File: src/rtl/ahbl_apb_bridge.sv
// rtl/ahbl_apb_bridge.sv - AHB-Lite slave to APB3 master bridge
//
// Purpose: converts each accepted AHB-Lite transfer into exactly one APB
// SETUP/ACCESS cycle. Only one transfer is in flight at a time. PREADY wait
// states stretch HREADYOUT. PSLVERR, an unmapped slot or a PREADY timeout
// produce a two-cycle AHB ERROR response. Every output is a flop.
//
// Ports:
//   HCLK, HRESET          clock, synchronous active-high reset
//   HSEL/HADDR/HTRANS/    AHB-Lite address phase
//   HWRITE/HSIZE/HREADY
//   HWDATA                AHB write data (data phase)
//   HREADYOUT/HRESP/      AHB response and read data
//   HRDATA
//   PADDR/PSEL/PENABLE/   APB3 request
//   PWRITE/PWDATA
//   PRDATA/PREADY/PSLVERR APB3 completion
module ahbl_apb_bridge #(
  parameter int APB_AW    = 12,
  parameter int NUM_SLOTS = 16,
  parameter int TIMEOUT   = 255
) (
  input  logic                 HCLK,
  input  logic                 HRESET,
  input  logic                 HSEL,
  input  logic [31:0]          HADDR,
  input  logic [1:0]           HTRANS,
  input  logic                 HWRITE,
  input  logic [2:0]           HSIZE,
  input  logic [31:0]          HWDATA,
  input  logic                 HREADY,
  output logic                 HREADYOUT,
  output logic [31:0]          HRDATA,
  output logic                 HRESP,
  output logic [APB_AW-1:0]    PADDR,
  output logic [NUM_SLOTS-1:0] PSEL,
  output logic                 PENABLE,
  output logic                 PWRITE,
  output logic [31:0]          PWDATA,
  input  logic [31:0]          PRDATA,
  input  logic                 PREADY,
  input  logic                 PSLVERR
);

  typedef enum logic [2:0] {
    S_IDLE, S_WLAT, S_SETUP, S_ACCESS, S_DONE, S_ERR1, S_ERR2
  } state_e;

  localparam logic [4:0]  NS5  = 5'(NUM_SLOTS);
  localparam logic [15:0] TO16 = 16'(TIMEOUT);

  state_e                 state_q, state_d;
  logic                   hreadyout_q, hreadyout_d;
  logic                   hresp_q, hresp_d;
  logic [31:0]            hrdata_q, hrdata_d;
  logic [APB_AW-1:0]      paddr_q, paddr_d;
  logic [NUM_SLOTS-1:0]   psel_q, psel_d;
  logic                   penable_q, penable_d;
  logic                   pwrite_q, pwrite_d;
  logic [31:0]            pwdata_q, pwdata_d;
  logic [3:0]             slot_q, slot_d;
  logic [2:0]             hsize_q, hsize_d;
  logic [15:0]            cnt_q, cnt_d;

  logic                   accept;
  logic [3:0]             addr_slot;
  logic                   slot_ok;
  logic [15:0]            cnt_inc;
  logic                   timeout_hit;
  logic [NUM_SLOTS-1:0]   slot_onehot;

  assign addr_slot = HADDR[APB_AW+3:APB_AW];
  assign slot_ok   = ({1'b0, addr_slot} < NS5);
  assign accept    = HSEL & HREADY & HTRANS[1] & hreadyout_q &
                     ((state_q == S_IDLE) || (state_q == S_DONE));

  // Saturating increment; the compare sees the count including this cycle,
  // so ERROR follows exactly TIMEOUT ACCESS cycles with PREADY low.
  assign cnt_inc     = (cnt_q == 16'hFFFF) ? cnt_q : cnt_q + 16'd1;
  assign timeout_hit = !PREADY && (cnt_inc >= TO16);

  // State register
  always_ff @(posedge HCLK) begin
    if (HRESET) state_q <= S_IDLE;
    else        state_q <= state_d;
  end

  // Next-state logic
  always_comb begin
    state_d = state_q;
    unique case (state_q)
      S_IDLE, S_DONE: begin
        if (!accept)       state_d = S_IDLE;
        else if (!slot_ok) state_d = S_ERR1;
        else if (HWRITE)   state_d = S_WLAT;
        else               state_d = S_SETUP;
      end
      S_WLAT:   state_d = S_SETUP;
      S_SETUP:  state_d = S_ACCESS;
      S_ACCESS: begin
        if (PREADY)           state_d = PSLVERR ? S_ERR1 : S_DONE;
        else if (timeout_hit) state_d = S_ERR1;
      end
      S_ERR1:   state_d = S_ERR2;
      S_ERR2:   state_d = S_IDLE;
      default:  state_d = S_IDLE;
    endcase
  end

  // Output/datapath next values; decoded from state_d so the flops line up
  // with the state they describe.
  always_comb begin
    slot_d  = accept ? addr_slot : slot_q;
    paddr_d = accept ? HADDR[APB_AW-1:0] : paddr_q;
    pwrite_d = accept ? HWRITE : pwrite_q;
    hsize_d = accept ? HSIZE : hsize_q;

    slot_onehot = '0;
    for (int i = 0; i < NUM_SLOTS; i++) begin
      slot_onehot[i] = (slot_d == 4'(i));
    end

    hreadyout_d = !(state_d inside {S_WLAT, S_SETUP, S_ACCESS, S_ERR1});
    hresp_d     = (state_d inside {S_ERR1, S_ERR2});
    psel_d      = (state_d inside {S_SETUP, S_ACCESS}) ? slot_onehot : '0;
    penable_d   = (state_d == S_ACCESS);

    // HWDATA is valid in the data phase, which is the WLAT cycle.
    pwdata_d = (state_q == S_WLAT) ? HWDATA : pwdata_q;

    hrdata_d = hrdata_q;
    if ((state_q == S_ACCESS) && PREADY && !PSLVERR && !pwrite_q) begin
      hrdata_d = PRDATA;
    end

    cnt_d = cnt_q;
    if (state_q == S_SETUP)                  cnt_d = '0;
    else if ((state_q == S_ACCESS) && !PREADY) cnt_d = cnt_inc;
  end

  // Output and datapath registers
  always_ff @(posedge HCLK) begin
    if (HRESET) begin
      hreadyout_q <= 1'b1;
      hresp_q     <= 1'b0;
      hrdata_q    <= '0;
      paddr_q     <= '0;
      psel_q      <= '0;
      penable_q   <= 1'b0;
      pwrite_q    <= 1'b0;
      pwdata_q    <= '0;
      slot_q      <= '0;
      hsize_q     <= '0;
      cnt_q       <= '0;
    end else begin
      hreadyout_q <= hreadyout_d;
      hresp_q     <= hresp_d;
      hrdata_q    <= hrdata_d;
      paddr_q     <= paddr_d;
      psel_q      <= psel_d;
      penable_q   <= penable_d;
      pwrite_q    <= pwrite_d;
      pwdata_q    <= pwdata_d;
      slot_q      <= slot_d;
      hsize_q     <= hsize_d;
      cnt_q       <= cnt_d;
    end
  end

  assign HREADYOUT = hreadyout_q;
  assign HRESP     = hresp_q;
  assign HRDATA    = hrdata_q;
  assign PADDR     = paddr_q;
  assign PSEL      = psel_q;
  assign PENABLE   = penable_q;
  assign PWRITE    = pwrite_q;
  assign PWDATA    = pwdata_q;

endmodule

File: config.mk
export PLATFORM = sky130hd
export DESIGN_NAME = ahbl_apb_bridge
export DESIGN_NICKNAME = d
export VERILOG_FILES = /design/src/rtl/ahbl_apb_bridge.sv
export SDC_FILE = /design/constraint.sdc
export NUM_CORES = 1
export LEC_CHECK = 0
export ABC_AREA = 1
export ABC_CLOCK_PERIOD_IN_PS = 2600
export CORE_UTILIZATION = 43
export CTS_CLUSTER_DIAMETER = 30
export DETAILED_ROUTE_END_ITERATION = 8
export PLACE_DENSITY = 0.81
export SLEW_MARGIN = 20
export SYNTH_ARGS = -nofsm -noshare
export SYNTH_HDL_FRONTEND = slang
export SYNTH_SLANG_ARGS = --single-unit
File: constraint.sdc
create_clock -name HCLK -period 2.6 [get_ports HCLK]
set_input_delay 0.26 -clock HCLK [delete_from_list [all_inputs] [get_ports HCLK]]
set_output_delay 0.26 -clock HCLK [all_outputs]
set_load 0.005 [all_outputs]
==> results of run 1 <==
==> report_power, final <==
part	total (W)	internal (W)	switching [W]
sequential	0.00190	0.00188	0.0000269
clock	0.00221	0.00138	0.000825
combinational	0.000466	0.000254	0.000211
==> synthesized netlist by cell type (3+ instances only) <==
cell	count	share of area [%]
sky130_fd_sc_hd__clkbuf_1	28	2.2
sky130_fd_sc_hd__nand2_1	111	8.6
sky130_fd_sc_hd__inv_1	63	4.9
sky130_fd_sc_hd__xor2_1	3	0.55
sky130_fd_sc_hd__a21oi_1	53	5.5
sky130_fd_sc_hd__nand3_1	53	5.5
sky130_fd_sc_hd__nor3_1	3	0.31
sky130_fd_sc_hd__o21ai_0	56	5.8
sky130_fd_sc_hd__nand4_1	6	0.78
sky130_fd_sc_hd__o211ai_1	3	0.47
sky130_fd_sc_hd__dfxtp_1	119	49
sky130_fd_sc_hd__nor2_1	119	9.3
sky130_fd_sc_hd__a211oi_1	8	1.2
sky130_fd_sc_hd__nor2_2	13	1.7
==> cell families (layout without fill, tap and decap cells) <==
logic type / count (synthesis) / count (layout) / share of synthesized area [%]
and+or+nand+nor: 314 / 314 / 28.1
AOI/OAI and AO/OA: 124 / 124 / 13.8
DFF: 119 / 119 / 49.4
buffers and inverters: 96 / 290 / 7.87
xor gates and xnor gates: 3 / 3 / 0.545
adders and majority gates: 1 / 1 / 0.260
==> area by class of cell <==
| cell class | count | area [sq um] |
|---|---|---|
| Clock buffer | 20 | 435 |
| Clock inverter | 12 | 126 |
| Fill cell | 829 | 3540 |
| Inverter | 64 | 243 |
| Multi-Input combinational cell | 442 | 2070 |
| Sequential cell | 119 | 2380 |
| Tap cell | 140 | 175 |
| Timing Repair Buffer | 194 | 1910 |
==> routing by layer <==
metal	vias up	track usage, %	part of all wire [%]
li1	2469	-	-
met1	2231	24.8	39
met2	195	40.4	50
met3	26	9.56	9.3
met4	0	10.9	1.8
met5	-	0	0
==> worst paths after layout <==
check,depth (start not counted),to,slack [ns]
max,13,PSEL[13],0.24
max reg2reg,13,PSEL[13],0.24
min,3,PWDATA[17],0.32
min reg2reg,2,PADDR[3],0.44
==> what timing repair did <==
action                     in CTS  in global routing
gates resized for setup         0                  4
buffers inserted                0                  0
hold endpoints to repair        0                  0
setup endpoints to repair       0                 17
==> worst min-delay path, delay by kind of cell <==
family | cells | cell delay [ns]
and+or+nand+nor | 1 | 0.08
buffers and inverters | 1 | 0.39
AOI/OAI and AO/OA | 1 | 0.06
==> sequential cells by signal, indices dropped and copies added, names as in the netlist <==
| register | count |
|---|---|
| slot_q | 4 |
| PWRITE | 1 |
| PADDR | 12 |
| PSEL | 16 |
| state_q | 3 |
| HREADYOUT | 1 |
| PENABLE | 1 |
| cnt_q | 16 |
| HRDATA | 32 |
| PWDATA | 32 |
| HRESP | 1 |
==> stage by stage <==
stage               hold slack (ns)  worst slack, ns
finish                        0.323            0.242
floorplan                     0.333            0.389
global route                  0.310           0.0290
CTS                           0.299           0.0828
detailed placement            0.437            0.164
global placement              0.432            0.204
==> impl_summary.log, run 1 <==
[metrics] number of inserted diodes: 0
[metrics] total routed wirelength: roughly 13000 um
[metrics] Post-synth EDFFs: 0
[metrics] VDD IR max: just over 400 uV
[metrics] die boundary height: 108 um
[metrics] post-synthesis sequential element count: 119
[metrics] fraction of synthesis flops using an asynchronous set or reset pin: 0%
[metrics] total standard cell area after synthesis: slightly below 5000 sq um
[metrics] CTS tree: yes
[metrics] Crit path max-delay family: simple AND/OR/NAND/NOR gates
[metrics] number of remaining DRC errors: 0
[metrics] share of synthesized area occupied by flip-flops and latches: 49.4%
[metrics] Worst slew margin: about a third
[metrics] setup repair after global routing missed its margin: no
[metrics] global-route wire length before repair: roughly 21000 um
[metrics] worst min-delay path class: in -> reg
[metrics] min Tclk post-route: 2.36 ns
[metrics] final setup TNS: 0 ns
[metrics] power density relative to cell area: between 600 and 700 nW/um^2
[metrics] critical path launch point type: register
[metrics] number of DRC markers in iteration 0: 340
[metrics] starting utilization of the core area: 44.3%
[metrics] max-slew violation total from the final report: 0
[metrics] critical path startpoint: cnt_q[1]
[metrics] area of the placeable core: around 11000 sq um
[metrics] placement-stage cell area: 6770 sq um
[metrics] cell leakage power: 2.84 nW
[metrics] Post-DRT Antenna Nets: 0
[metrics] outcome: complete, no violations
[metrics] CTS Buffer Depth: 2
[metrics] Hold Violations, Final: 0
[metrics] area of the die: 11600 sq um
[metrics] Critical Path Sink Type: register
[metrics] start-to-end type of the worst setup path: reg -> reg
[metrics] cell at the root of the clock tree: sky130_fd_sc_hd__clkbuf_8
[metrics] Critical Path Slowest Stage Cell: sky130_fd_sc_hd__dfxtp_1
[metrics] count of H-tree levels built during CTS: 4
[metrics] final standard cell utilization of the core: roughly two thirds
[metrics] crit path DAT: ~2.8 ns
[metrics] width of the chip: between 100 and 150 um
[metrics] number of global-route vias before repair: 4689
[metrics] Synth Flop Type: sky130_fd_sc_hd__dfxtp_1
[metrics] antenna violations before repair: 0
[metrics] vias: a little under 5000
[metrics] required time reported for the critical path endpoint: between 3 and 4 ns
[metrics] Crit path buffers/inverters: 1
[metrics] register clock-pin slew on the reported worst setup and hold paths: approximately 0.06 ns
[metrics] detail-routed via count per cell: ~5
[metrics] Min-Delay Startpoint: HWDATA[17]
[metrics] max_cap viols: 0
[metrics] Port-buffer cells: roughly 180
[metrics] Overall Power: about 0.0046 W
[metrics] number of distinct library cells after synthesis: 29
[metrics] slowest cell delay on critical path: approximately 0.42 ns
[metrics] clock sinks: around 120
[metrics] hpwl dp: 9380 um
[metrics] gr usage total: about a quarter
[metrics] latest clock arrival within the worst-skew pair: roughly 0.52 ns
[metrics] maximum number of pins on one net before global-route repair: 47
[metrics] Mean Syn Cell Area: around 7.3 sq um
[metrics] Worst-Margin Slew: 0.994 ns
[metrics] most frequent cells in the layout: 183 x sky130_fd_sc_hd__clkdlybuf4s50_1, 118 x sky130_fd_sc_hd__dfxtp_1, 117 x sky130_fd_sc_hd__nor2_1, 111 x sky130_fd_sc_hd__nand2_1, 63 x sky130_fd_sc_hd__inv_1
[metrics] Setup-failing EPs final: 0
[metrics] Syn-to-layout area delta: 52.4%
[metrics] GR Overflow Total: 0
[metrics] largest fanout of any net on the critical path: 17
[metrics] max frequency: 0.424 GHz
[metrics] drt first pass iters: 8
[metrics] post-DR wirelength/cell: approximately 13 um
[metrics] final non-filler cell total: just under 1000
[metrics] Yosys warning total: 0
[metrics] I/O pin total: a little over 200
[metrics] cell total after placement: 959
[metrics] leading cell type in the layout, fill and taps excluded: sky130_fd_sc_hd__clkdlybuf4s50_1
[metrics] number of nets in the final layout: about 950
[metrics] cell count after synthesis: 657
[metrics] clock skew after layout: ~0.0085 ns
[metrics] RD Place Congestion: around 0.88
[metrics] share of cells above drive strength 1: under 10%
[metrics] final cell area excluding filler cells: 7340 sq um
[metrics] Inserted Clock Buffers: 17
[metrics] net count after synthesis: between 700 and 800
[metrics] CTS hold repair buffers: 0
[metrics] period utilization: between 90% and 100%
[metrics] Critical R2R Launch: cnt_q[1]
[metrics] site row count: 38
[metrics] Critical Path, Cell by Cell: ha_2, inv_1, nor2_4, nand2_4, nand2_1, nand3_1, nor2_1, nand2_1, nor2_2, nand3_1, a21oi_2, nand2_4, nor2_2
Power figures use the tool's default switching activity.
==> run 2: changes to the inputs <==
--- a/config.mk
+++ b/config.mk
@@ -7,10 +7,12 @@
 export LEC_CHECK = 0
 export ABC_AREA = 1
 export ABC_CLOCK_PERIOD_IN_PS = 2600
+export CAP_MARGIN = 10
 export CORE_UTILIZATION = 43
 export CTS_CLUSTER_DIAMETER = 30
 export DETAILED_ROUTE_END_ITERATION = 8
 export PLACE_DENSITY = 0.81
+export REMOVE_ABC_BUFFERS = 1
 export SLEW_MARGIN = 20
 export SYNTH_ARGS = -nofsm -noshare
 export SYNTH_HDL_FRONTEND = slang
==> impl_summary.log, run 2 (synthesis gave the netlist of run 1 again) <==
[metrics] final cell area excluding filler cells: between 7000 and 8000 sq um
[metrics] VDD IR max: roughly 530 uV
[metrics] drt first pass iters: 5
[metrics] critical path launch point type: register
[metrics] Max Used Layer: met4
[metrics] number of global-route vias before repair: approximately 4800
[metrics] number of inserted diodes: 0
[metrics] crit path DAT: ~2.8 ns
[metrics] Filler Cells Inserted: just over 800
[metrics] leading cell type in the layout, fill and taps excluded: sky130_fd_sc_hd__clkdlybuf4s50_1
[metrics] worst slack, placed: 0.188 ns
[metrics] post-CTS resize count: 0
[metrics] Post-CTS Setup Bufs: 0
[metrics] Post-DRT Antenna Nets: 0
[metrics] placement-stage cell area: 6770 sq um
[metrics] RD Place Congestion: ~0.86
[metrics] vias: 4973
[metrics] register clock-pin slew on the reported worst setup and hold paths: roughly 0.06 ns
[metrics] antenna violations before repair: 0
[metrics] Inserted Clock Buffers: 17
[metrics] post-route setup slack: roughly 0.22 ns
[metrics] worst min-delay path class: in -> reg
[metrics] Hold Path Stages: 3
[metrics] Critical Path, Cell by Cell: ha_1, inv_1, nor2_4, nand2_4, nor2_8, inv_4, nand2_1, nand2_1, nor2_1, nand3_2, nand3_1, a21oi_2, nand2_4, nor2_1
[metrics] count of H-tree levels built during CTS: 4
[metrics] number of DRC markers in iteration 0: ~370
[metrics] min Tclk post-route: roughly 2.4 ns
[metrics] detail-routed via count per cell: roughly 5
[metrics] width of the chip: roughly 110 um
[metrics] cell leakage power: roughly 2.9 nW
[metrics] cell at the root of the clock tree: sky130_fd_sc_hd__clkbuf_8
[metrics] Setup-failing EPs final: 0
[metrics] gr usage total: between 20% and 30%
[metrics] number of remaining DRC errors: 0
[metrics] outcome: complete, no violations
[metrics] Port-buffer cells: approximately 180
[metrics] total routed wire length on the met1 layer: approximately 5300 um
[metrics] Critical Path Slowest Stage Cell: sky130_fd_sc_hd__dfxtp_1
[metrics] sum of met2 wire segment lengths after detailed routing: slightly below 7000 um
[metrics] starting utilization of the core area: 44.3%
[metrics] area of the die: 11600 sq um
[metrics] post-DR wirelength/cell: 13.8 um
[metrics] Critical Path Sink Type: register
[metrics] die boundary height: between 100 and 150 um
[metrics] I/O pin total: between 200 and 250
[metrics] most frequent cells in the layout: 183 x sky130_fd_sc_hd__clkdlybuf4s50_1, 118 x sky130_fd_sc_hd__dfxtp_1, 118 x sky130_fd_sc_hd__nor2_1, 111 x sky130_fd_sc_hd__nand2_1, 63 x sky130_fd_sc_hd__inv_1
[metrics] Syn-to-layout area delta: 53.9%
[metrics] Register-to-Register Path Depth: 14
[metrics] hpwl dp: 9520 um
[metrics] max_cap viols: 0
[metrics] required time reported for the critical path endpoint: approximately 3.0 ns
[metrics] maximum number of pins on one net before global-route repair: 47
[metrics] total routed wirelength: around 14000 um
[metrics] CTS tree: yes
[metrics] share of cells above drive strength 1: under 10%
[metrics] Worst slew margin: between 30% and 40%
[metrics] clock skew after layout: between 0.005 and 0.006 ns
[metrics] site row count: 38
[metrics] power density relative to cell area: around 660 nW/um^2
[metrics] max-slew violation total from the final report: 0
[metrics] clock sinks: 119
[metrics] global-route wire length before repair: around 22000 um
[metrics] Worst-Margin Slew: around 1.0 ns
[metrics] largest fanout of any net on the critical path: 17
[metrics] GR Overflow Total: 0
[metrics] latest clock arrival within the worst-skew pair: about 0.52 ns
[metrics] CTS hold repair buffers: 0
[metrics] number of nets in the final layout: between 900 and 1000
[metrics] period utilization: approximately nine tenths
[metrics] slowest cell delay on critical path: about 0.44 ns
[metrics] sum of met3 wire segment lengths after detailed routing: between 1000 and 1500 um
[metrics] CTS Buffer Depth: 2
[metrics] start-to-end type of the worst setup path: reg -> reg
[metrics] area of the placeable core: between 10000 and 15000 sq um
[metrics] max frequency: about 0.42 GHz
[metrics] setup repair after global routing missed its margin: no
[metrics] Hold Violations, Final: 0
-- run 2: cell types whose count changed in the layout (fill, tap and decap cells not counted), sizes merged --
cell,change
buf,-1
bufinv,+3
clkbuf,-2
clkinv,-2
inv,+1
-- run 2: through the flow --
stage | power (W) | setup TNS (ns) | utilization, % | hold slack (ns) | std cells
finish | 0.00492 | 0 | 68.1 | 0.319 | 990
global route | 0.00508 | 0 | 68.1 | 0.324 | 990
CTS | 0.00494 | 0 | 68.1 | 0.309 | 990
detailed placement | 0.00240 | 0 | 62.1 | 0.438 | 958
global placement | 0.00238 | 0 | 62.1 | 0.431 | 958
floorplan | 0.00212 | -2.17 | - | 0.329 | 625
-- run 2: metal layers --
metal / track usage (%) / vias up
li1: - / 2474
met1: 26.5 / 2259
met2: 41.6 / 205
met3: 9.44 / 35
met4: 9.20 / 0
met5: 0 / -
-- run 2: area by class of cell --
cell class / instances / area, sq um / share of cell area (%)
multi-input cells: 442 / 2060 / 27.8
repair buffers: 193 / 1910 / 25.7
clock inverters: 14 / 221 / 2.99
inverters: 64 / 243 / 3.27
well taps: 140 / 175 / 2.36
flip-flops and latches: 119 / 2380 / 32.1
clock buffers: 18 / 428 / 5.77
-- run 2: path summary, 6_finish.rpt --
| check | from | endpoint | slack [ns] |
|---|---|---|---|
| setup / recovery | cnt_q[1] | PSEL[2] | 0.22 |
| setup reg to reg | cnt_q[1] | PSEL[2] | 0.22 |
| hold / removal | HWDATA[20] | PWDATA[20] | 0.32 |
| hold reg to reg | PADDR[7] | PADDR[7] | 0.45 |
-- run 2: power breakdown --
part	switching, W	internal, W	total, W
Sequential	0.0000274	0.00188	0.00190
Combinational	0.000215	0.000248	0.000463
Clock	0.000859	0.00169	0.00255
Total	0.00110	0.00381	0.00492
-- run 2: worst max-delay path, delay by kind of cell (launching register included) --
kind                     cells  cell delay (ns)
buffers and inverters        2             0.17
adder cells (fa/ha/maj)      1             0.21
flip-flops                   1             0.44
AO/OA/AOI/OAI                1             0.10
AND/OR/NAND/NOR             10             1.35
==> run 3: changes to the inputs <==
--- a/config.mk
+++ b/config.mk
@@ -11,8 +11,7 @@
 export CORE_UTILIZATION = 43
 export CTS_CLUSTER_DIAMETER = 30
 export DETAILED_ROUTE_END_ITERATION = 8
-export PLACE_DENSITY = 0.81
-export REMOVE_ABC_BUFFERS = 1
+export PLACE_DENSITY = 0.8
 export SLEW_MARGIN = 20
 export SYNTH_ARGS = -nofsm -noshare
 export SYNTH_HDL_FRONTEND = slang
==> impl_summary.log, run 3 (synthesis gave the netlist of run 1 again) <==
[metrics] Post-CTS Setup Bufs: 0
[metrics] VDD IR max: between 400 and 500 uV
[metrics] site row count: 38
[metrics] Port-buffer cells: around 180
[metrics] Crit path max-delay family: simple AND/OR/NAND/NOR gates
[metrics] Critical Path Slowest Stage Cell: sky130_fd_sc_hd__dfxtp_1
[metrics] critical path launch point type: register
[metrics] critical path startpoint: cnt_q[1]
[metrics] post-DR wirelength/cell: around 14 um
[metrics] Critical Path Sink Type: register
[metrics] cell leakage power: about 2.8 nW
[metrics] number of global-route vias before repair: a little under 5000
[metrics] detail-routed via count per cell: ~5
[metrics] CTS Buffer Depth: 2
[metrics] outcome: complete, no violations
[metrics] max frequency: about 0.41 GHz
[metrics] final cell area excluding filler cells: about 7400 sq um
[metrics] hpwl dp: 9410 um
[metrics] Worst slew margin: 31.4%
[metrics] maximum number of pins on one net before global-route repair: 47
[metrics] total routed wirelength: roughly 14000 um
[metrics] R2R Path End: PSEL[13]
[metrics] worst min-delay path class: in -> reg
[metrics] clock sinks: about 120
[metrics] gr usage total: 23.7%
[metrics] Setup-failing EPs final: 0
[metrics] crit path DAT: roughly 2.9 ns
[metrics] Crit path buffers/inverters: 1
[metrics] I/O pin total: about 200
[metrics] power density relative to cell area: 617 nW/um^2
[metrics] leading cell type in the layout, fill and taps excluded: sky130_fd_sc_hd__clkdlybuf4s50_1
[metrics] area of the placeable core: 10900 sq um
[metrics] start-to-end type of the worst setup path: reg -> reg
[metrics] number of inserted diodes: 0
[metrics] Critical R2R Launch: cnt_q[1]
[metrics] Worst-Margin Slew: approximately 1.0 ns
[metrics] Worst R2R Setup Slack: 0.17 ns
[metrics] timing endpoint of the critical path: PSEL[13]
[metrics] number of stages on the worst setup path: 13
[metrics] min Tclk post-route: roughly 2.4 ns
[metrics] antenna violations before repair: 0
[metrics] worst slack, placed: around 0.13 ns
[metrics] drt first pass iters: 8
[metrics] Post-DRT Antenna Nets: 0
[metrics] Register-to-Register Path Depth: 13
[metrics] number of DRC markers in iteration 0: between 300 and 400
[metrics] width of the chip: 108 um
[metrics] vias: 5007
[metrics] required time reported for the critical path endpoint: 3.05 ns
[metrics] CTS tree: yes
[metrics] RD Place Congestion: between 0.8 and 0.9
[metrics] global-route wire length before repair: about 22000 um
[metrics] starting utilization of the core area: ~44%
[metrics] area of the die: 11600 sq um
[metrics] Critical Path, Cell by Cell: ha_4, inv_1, nor2_4, nand2_4, nand2_1, nand3_1, nor2_1, nand2_1, nor2_1, nand3_1, a21oi_2, nand2_4, nor2_2
[metrics] setup repair after global routing missed its margin: no
[metrics] number of remaining DRC errors: 0
[metrics] slowest cell delay on critical path: about 0.45 ns
[metrics] share of cells above drive strength 1: under 10%
[metrics] largest fanout of any net on the critical path: 17
[metrics] most frequent cells in the layout: 183 x sky130_fd_sc_hd__clkdlybuf4s50_1, 118 x sky130_fd_sc_hd__dfxtp_1, 117 x sky130_fd_sc_hd__nor2_1, 111 x sky130_fd_sc_hd__nand2_1, 63 x sky130_fd_sc_hd__inv_1
[metrics] post-route setup slack: 0.170 ns
[metrics] final setup TNS: 0 ns
[metrics] register clock-pin slew on the reported worst setup and hold paths: ~0.060 ns
[metrics] die boundary height: approximately 110 um
[metrics] cell at the root of the clock tree: sky130_fd_sc_hd__clkbuf_8
[metrics] GR Overflow Total: 0
[metrics] latest clock arrival within the worst-skew pair: around 0.52 ns
[metrics] max-slew violation total from the final report: 0
[metrics] placement-stage cell area: approximately 6800 sq um
[metrics] clock skew after layout: around 0.0084 ns
[metrics] max_cap viols: 0
[metrics] Syn-to-layout area delta: 52.6%
[metrics] number of nets in the final layout: between 900 and 1000
[metrics] Hold Violations, Final: 0
[metrics] count of H-tree levels built during CTS: 4
[metrics] Inserted Clock Buffers: 17
[metrics] period utilization: between 90% and 100%
## run 3: changes by cell type in the layout (fill, tap and decap cells not counted)
| cell | delta |
|---|---|
| sky130_fd_sc_hd__nor2_1 | -1 |
| sky130_fd_sc_hd__clkinv_2 | +2 |
| sky130_fd_sc_hd__buf_12 | +1 |
| sky130_fd_sc_hd__bufinv_16 | -4 |
| sky130_fd_sc_hd__ha_4 | +1 |
| sky130_fd_sc_hd__nor2_2 | +1 |
| sky130_fd_sc_hd__inv_6 | +2 |
| sky130_fd_sc_hd__inv_8 | -1 |
| sky130_fd_sc_hd__ha_1 | -1 |
| sky130_fd_sc_hd__clkinvlp_4 | +1 |
## run 3: where the power goes
part           switching [W]  total [W]  internal (W)
combinational       0.000213   0.000469      0.000257
sequential         0.0000284    0.00190       0.00188
clock               0.000870    0.00217       0.00130
total                0.00111    0.00454       0.00343
## run 3: cell type report
cell class | instances | area [sq um]
Fill cell | 869 | 3530
Sequential cell | 119 | 2380
Multi-Input combinational cell | 442 | 2080
Timing Repair Buffer | 194 | 1930
Clock buffer | 18 | 428
Inverter | 64 | 243
Tap cell | 140 | 175
Clock inverter | 14 | 125
## run 3: how the worst min path moves through the flow
stage	end	cells after the start	startpoint	slack, ns
after floorplan	state_q[1]	1	HRESET	0.33
after global placement	PADDR[3]	2	PADDR[3]	0.43
after detailed placement	PADDR[1]	2	PADDR[1]	0.44
after CTS	PWDATA[31]	3	HWDATA[31]	0.30
after global routing	PWDATA[6]	3	HWDATA[6]	0.33
final	PWDATA[31]	3	HWDATA[31]	0.32
## run 3: timing repair
action	4_1_cts	5_1_grt
setup endpoints to repair	0	18
resized for setup	0	5
hold buffers	0	0
## run 3: metal layers
layer	GRT usage, %	vias to the layer above	part of all wire [%]
li1	-	2468	-
met1	24.6	2262	39
met2	40.5	229	49
met3	9.75	48	9.0
met4	12.8	0	3.6
met5	0	-	0
## run 3: tightest hold or removal path, delay by kind of cell
family          cells  cell delay [ns]
compound gates      1             0.06
buf+inv             1             0.39
simple gates        1             0.08
## run 3: per-stage QoR
stage          total power (W)  utilization, %  instances  hold WS, ns
5_1_grt                0.00470            67.6        991        0.326
6_report               0.00454            67.6        991        0.322
3_5_place_dp           0.00241            62.3        959        0.438
2_1_floorplan          0.00214               -        657        0.333
4_1_cts                0.00457            67.4        991        0.304
3_3_place_gp           0.00239            62.3        959        0.432
